### src/rtl/mem_port_arbiter.sv
// Round-robin arbiter sharing one burst memory port between the I-cache and D-cache miss paths.
// Each granted request moves a whole cache line as BEATS consecutive memory beats.
module mem_port_arbiter #(
  parameter int LINE_W = 256,
  parameter int BEAT_W = 64
) (
  input  logic              clk,
  input  logic              rst_n,
  input  logic              i_read,
  input  logic [31:0]       i_addr,
  output logic [LINE_W-1:0] i_rdata,
  output logic              i_resp,
  input  logic              d_read,
  input  logic              d_write,
  input  logic [31:0]       d_addr,
  input  logic [LINE_W-1:0] d_wdata,
  output logic [LINE_W-1:0] d_rdata,
  output logic              d_resp,
  output logic              mem_read,
  output logic              mem_write,
  output logic [31:0]       mem_address,
  output logic [BEAT_W-1:0] mem_wdata,
  input  logic [BEAT_W-1:0] mem_rdata,
  input  logic              mem_resp
);

  localparam int BEATS  = LINE_W / BEAT_W;
  localparam int CNT_W  = $clog2(BEATS);
  localparam int OFFS_W = $clog2(LINE_W / 8);

  typedef enum logic [1:0] {IDLE, RD_BURST, WR_BURST, DONE} state_e;

  state_e             state_q, state_d;
  logic               gnt_q;
  logic               last_q;
  logic [31:0]        addr_q;
  logic [CNT_W-1:0]   cnt_q;
  logic [LINE_W-1:0]  line_q;
  logic [LINE_W-1:0]  i_hold_q;
  logic [LINE_W-1:0]  d_hold_q;

  logic i_req, d_req, grant_d, last_beat;

  // gnt_q/last_q encode the requester: 0 = I side, 1 = D side.
  assign i_req     = i_read;
  assign d_req     = d_read | d_write;
  assign grant_d   = d_req & (~i_req | ~last_q);
  assign last_beat = mem_resp & (cnt_q == CNT_W'(BEATS - 1));

  always_ff @(posedge clk or negedge rst_n) begin
    if (!rst_n) state_q <= IDLE;
    else        state_q <= state_d;
  end

  always_comb begin
    state_d = state_q;
    case (state_q)
      IDLE: begin
        if (i_req || d_req)
          state_d = (grant_d && d_write) ? WR_BURST : RD_BURST;
      end
      RD_BURST, WR_BURST: begin
        if (last_beat) state_d = DONE;
      end
      DONE:    state_d = IDLE;
      default: state_d = IDLE;
    endcase
  end

  // Per-side hold registers keep each requester's last line visible between completions.
  always_ff @(posedge clk or negedge rst_n) begin
    if (!rst_n) begin
      gnt_q    <= 1'b0;
      last_q   <= 1'b1;
      addr_q   <= '0;
      cnt_q    <= '0;
      line_q   <= '0;
      i_hold_q <= '0;
      d_hold_q <= '0;
    end else begin
      case (state_q)
        IDLE: begin
          if (i_req || d_req) begin
            gnt_q  <= grant_d;
            addr_q <= grant_d ? {d_addr[31:OFFS_W], OFFS_W'(0)}
                              : {i_addr[31:OFFS_W], OFFS_W'(0)};
            cnt_q  <= '0;
            if (grant_d && d_write) line_q <= d_wdata;
          end
        end
        RD_BURST: begin
          if (mem_resp) begin
            line_q[BEAT_W*cnt_q +: BEAT_W] <= mem_rdata;
            cnt_q <= cnt_q + CNT_W'(1);
          end
        end
        WR_BURST: begin
          if (mem_resp) cnt_q <= cnt_q + CNT_W'(1);
        end
        DONE: begin
          last_q <= gnt_q;
          if (gnt_q) d_hold_q <= line_q;
          else       i_hold_q <= line_q;
        end
        default: ;
      endcase
    end
  end

  always_comb begin
    mem_read    = (state_q == RD_BURST);
    mem_write   = (state_q == WR_BURST);
    mem_address = addr_q;
    mem_wdata   = '0;
    if (state_q == WR_BURST) mem_wdata = line_q[BEAT_W*cnt_q +: BEAT_W];
    i_resp  = (state_q == DONE) && !gnt_q;
    d_resp  = (state_q == DONE) &&  gnt_q;
    i_rdata = i_resp ? line_q : i_hold_q;
    d_rdata = d_resp ? line_q : d_hold_q;
  end

endmodule

### config.mk
export PLATFORM = sky130hd
export DESIGN_NAME = mem_port_arbiter
export DESIGN_NICKNAME = d
export VERILOG_FILES = /design/src/rtl/mem_port_arbiter.sv
export SDC_FILE = /design/constraint.sdc
export NUM_CORES = 2
export LEC_CHECK = 0
export ABC_AREA = 1
export CAP_MARGIN = 20
export CORE_AREA = 2 2 390 392
export DETAILED_ROUTE_END_ITERATION = 8
export DIE_AREA = 0 0 392 394
export SYNTH_ARGS = -nofsm -noshare
export SYNTH_HDL_FRONTEND = slang
export SYNTH_SLANG_ARGS = --single-unit
### constraint.sdc
create_clock -name clk -period 2.46 [get_ports clk]
set_input_delay 0.492 -clock clk [delete_from_list [all_inputs] [get_ports clk]]
set_output_delay 0.492 -clock clk [all_outputs]
set_load 0.1 [all_outputs]
# Word-level counts from Yosys, hierarchy flattened
# Cells that the tools add are included.
totals:
  wordCells: 60
  reg_bits: 806
  mem_count: 0
  rom_bits: 0
  latchBits: 0
  inputBits: 390
  ram_bits: 0
  out_inout_bits: 612
op_classes:
  n_eq_ne: 9
  n_lt_le_gt_ge: 0
  n_mul: 0
  bitwise_logic: 7
  n_reduce_logical: 15
  n_div: 0
  add_sub_neg: 2
  n_shift: 3
  muxes: 16
ops:
  columns: ["cell", "n"]
  rows:
  - ["2-to-1 mux 256 bit", 5]
  - ["one-hot mux 256 bit (2 select lines)", 1]
  - ["bitwise mux 256 bit", 1]
  - ["variable shift 64 x 34 -> 256 bit, first input constant", 1]
  - ["variable part select 256 x 9 -> 64 bit", 1]
  - ["variable part select 64 x 34 -> 256 bit", 1]
  - ["2-to-1 mux 64 bit", 1]
  - ["negation 8 -> 34 bit", 1]
  - ["2-to-1 mux 32 bit", 1]
  - ["2-to-1 mux 2 bit", 5]
  - ["AND reduction 2 bit", 4]
  - ["equality test 2 bit, second input constant", 3]
  - ["inequality test 2 x 1 -> 1 bit, second input constant", 3]
  - ["one-hot mux 2 bit (3 select lines)", 1]
  - ["inequality test 2 bit, second input constant", 2]
  - ["one-hot mux 2 bit (2 select lines)", 1]
  - ["AND reduction 4 bit", 1]
  - ["nonzero test 2 bit", 2]
  - ["logical AND 1 bit", 3]
  - ["NOT 1 bit", 3]
  - ["AND reduction 3 bit", 1]
  - ["adder 2 x 1 -> 2 bit, second input constant", 1]
  - ["AND 1 bit", 2]
  - ["equality test 2 x 1 -> 1 bit, second input constant", 1]
  - ["other kinds (5)", 6]

# Depth between registers and ports, before layout
depth:
  ltp_word: 7
  ltp_mapped: 13

# Worst setup path after synthesis
# OpenSTA, ideal clock, no wires.
synth_path:
  kind: "register to output"
  start: "reg state_q[0]"
  end: "out i_rdata[0]"
  n_path_buf: 2
  setup_slack_ps: -2727
  required_ps: 1968
  stages_incl_launch_ff: 8
  arrival_time_ps: 4695
  cell_sequence: "dfrtp_1 -> ha_1 -> inv_1 -> nor2_1 -> inv_2 -> clkbuf_1 -> clkbuf_1 -> o21ai_0"
synth_via:
  elab_chain_cells: 3
synth_lines:
  columns: ["item", "line", "text"]
  rows:
  - ["from (decl)", "33", "state_e state_q, state_d;"]
  - ["from (signal assigned)", "52", "else state_q <= state_d;"]
  - ["equality test 2 bit", "116", "i_resp = (state_q == DONE) && !gnt_q;"]
  - ["logical AND 1 bit", "116", null]
  - ["via i_resp", "12", "output logic i_resp,"]
  - ["2-to-1 mux 256 bit", "118", "i_rdata = i_resp ? line_q : i_hold_q;"]
  - ["to (decl)", "11", "output logic [LINE_W-1:0] i_rdata,"]
# The timed path passes the listed nets, and every way through them passes these cells.

# Final worst setup path
layout_path:
  start: "reg state_q[0]"
  end: "out i_rdata[163]"
layout_via:
  elab_chain_cells: 3
layout_lines:
  columns: ["item", "line"]
  rows:
  - ["equality test 2 bit", "116"]
  - ["logical AND 1 bit", "116"]
  - ["2-to-1 mux 256 bit", "118"]
# Every way passes these cells.

==> impl_metrics.env <==
export IMPL_vias=37635
export IMPL_final_common_cell="nand2_1"
export IMPL_postRouteAntennaNets=0
export IMPL_crit_arrival_ps=2670
export IMPL_drv_cap=0
export IMPL_fin_util_pct=44.1
export IMPL_rsz0062_at_grt="yes"
export IMPL_cp_required_ps=1970
export IMPL_path_max_fanout=6
export IMPL_end_kind="output port"
export IMPL_ios=1002
export IMPL_final_min_clock_period_ps=3170
export IMPL_netlist_cell_type_count=27
export IMPL_firstDrtPassIters=6
export IMPL_vias_per_cell=4.73
export IMPL_synth_cells=4639
export IMPL_clk_pin_slew_ps=60
export IMPL_setup_ws_ps=-705
export IMPL_ys_seq_area_share_pct=55.2
export IMPL_track_usage_pct=23.6
export IMPL_ys_warn_count=0
export IMPL_portBuffers=986
export IMPL_final_cell_mix="2,000 x nand2_1, 798 x dfrtp_1, 665 x buf_12, 378 x clkdlybuf4s50_1, 285 x o21ai_4"
export IMPL_hp_class="input pin to async pin"
export IMPL_grt_overflow_total=0
export IMPL_clock_skew_ps=28.3
export IMPL_use_met3_pct=7.76
export IMPL_dp_hpwl_mm=138
export IMPL_grt_max_degree=102
export IMPL_finalHoldViolations=0
export IMPL_worst_pin_slew_ps=814
export IMPL_drv_slew=0
export IMPL_root_buffer="clkbuf_16"
export IMPL_gr_max_usage_layer="met2"
export IMPL_die_w_um=392
export IMPL_critPathKind="register to output port"
export IMPL_yosys_area_top_type="dfrtp_1"
export IMPL_drc=0
export IMPL_h_tree_depth=3
export IMPL_max_slew_margin_pct=45.7
export IMPL_first_iter_violations=3336
export IMPL_grt_pass1_wl_mm=267
export IMPL_synth_area_sq_mm=0.0363
export IMPL_finalNetCount=6221
export IMPL_critPathLaunchType="register"
export IMPL_row_count=143
export IMPL_drive_above_1_share_pct=29.7
export IMPL_setup_violations=590
export IMPL_clock_path_buffers=3
export IMPL_avgSynthCellArea_sq_um=7.83
export IMPL_avgRoutedWirePerCell_um=24.3
export IMPL_antenna_found_initial=38
export IMPL_max_freq_ghz=0.316
export IMPL_dieArea_sq_mm=0.154
export IMPL_numCtsBuffers=96
export IMPL_initial_utilization_pct=24.1
export IMPL_nFillCells=14068
export IMPL_min_period_over_period_pct=129
export IMPL_cts_tree="built"
export IMPL_status="finished, violations left"
export IMPL_cts_sinks=801
export IMPL_synth_top_cell_area_share_pct=55.1
export IMPL_violations="negative setup slack"
export IMPL_synth_area_leaders="dfrtp_1 55%, nand2_1 21%, o21ai_0 9.8%"
export IMPL_holdWs_ps=250
export IMPL_place_congestion=0.929
export IMPL_grt_pass1_vias=37716
export IMPL_use_met1_pct=29.1
export IMPL_drt_total_wl_mm=193
export IMPL_coreArea_sq_mm=0.151
export IMPL_ys_seq_elements=801
export IMPL_die_h_um=394
export IMPL_syn_to_final_growth_pct=82.8
export IMPL_gr_usage_met2_pct=38.2
export IMPL_clk_insertion_delay_late_ps=720
cell type report:
class | count | area, sq um | area share [%]
timing repair buffer | 1399 | 20700 | 31.2
sequential | 801 | 20100 | 30.2
multi-input combinational | 3243 | 18600 | 27.9
clock buffer | 142 | 2870 | 4.31
tap | 2030 | 2540 | 3.82
inverter | 276 | 1110 | 1.67
clock inverter | 37 | 467 | 0.703
timing repair inverter | 3 | 47.5 | 0.0716
antenna | 19 | 47.5 | 0.0716
kinds of logic after synthesis:
group | synth area share [%]
AOI/OAI and AO/OA | 12.5
adders and majority gates | 0.379
buffers and inverters | 6.87
DFF | 55.2
other | 0.0103
and+or+nand+nor | 25.1
synth_stat cells:
library cell / count
dfrtp_1: 800
conb_1: 1
nand2_4: 2
nor2_4: 3
nor2_2: 2
nand3_1: 221
clkinv_1: 1
o21ai_1: 1
nor2_8: 4
inv_1: 269
buf_6: 6
nand3b_1: 3
dfstp_2: 1
ha_1: 11
nand2_2: 1
nand3_2: 1
clkbuf_1: 168
inv_2: 6
buf_4: 18
nor2_1: 69
o21ai_0: 709
nand4_1: 1
a21oi_1: 193
buf_2: 108
a21boi_0: 1
buf_1: 23
nand2_1: 2016
state kept, by name, indices dropped and copies added, names as in the netlist:
name	flops
d_hold_q	256
i_hold_q	256
line_q	256
mem_address	27
cnt_q	2
state_q	2
gnt_q	1
last_q	1
path summary, 6_finish.rpt:
check	start	depth (start not counted)	end	slack [ps]
max	state_q[0]	13	i_rdata[163]	-710
min in group clk	d_wdata[38]	5	line_q[38]	410
max in group asynchronous	rst_n	4	line_q[55]	1200
min reg2reg	last_q	2	last_q	470
min	rst_n	2	line_q[218]	250
max reg2reg	cnt_q[0]	10	line_q[68]	-280
critical path: stages (launching register included):
cell	delay, ps
dfrtp_1	410
ha_4	190
inv_4	40
nor2_4	100
buf_12	170
inv_16	80
buf_12	140
buf_16	140
buf_12	130
buf_8	130
nand2_4	60
o21ai_4	60
buf_6	140
buf_12	160
layer usage:
metal	share of wire [%]	routed length, um	up-vias
met3	10	19600	356
met5	0.091	175	-
li1	-	-	17072
met1	39	74700	18385
met2	47	91700	1796
met4	3.6	6930	26
stage by stage:
step                std cells  setup TNS [ps]  worst slack, ps  area (sq um)
floorplan                4643         -583020            -1820         40300
global placement         7674            -900             -161         60500
detailed placement       7674           -1100             -158         60500
CTS                      7874         -317250             -759         64900
global route             7946         -353210             -817         66400
finish                   7950         -279010             -705         66400
timing repair:
action / 4_1_cts / 5_1_grt
hold endpoints to repair: 99 / 0
pin swaps: 11 / 23
setup endpoints to repair: 583 / 617
hold buffers: 1 / 0
gates resized for setup: 226 / 193
setup buffers: 17 / 38
cloned: 9 / 22
Power is left out: the tool's default activity adds up to more than one toggle a clock period on the data nets, which glitch-free logic cannot reach.
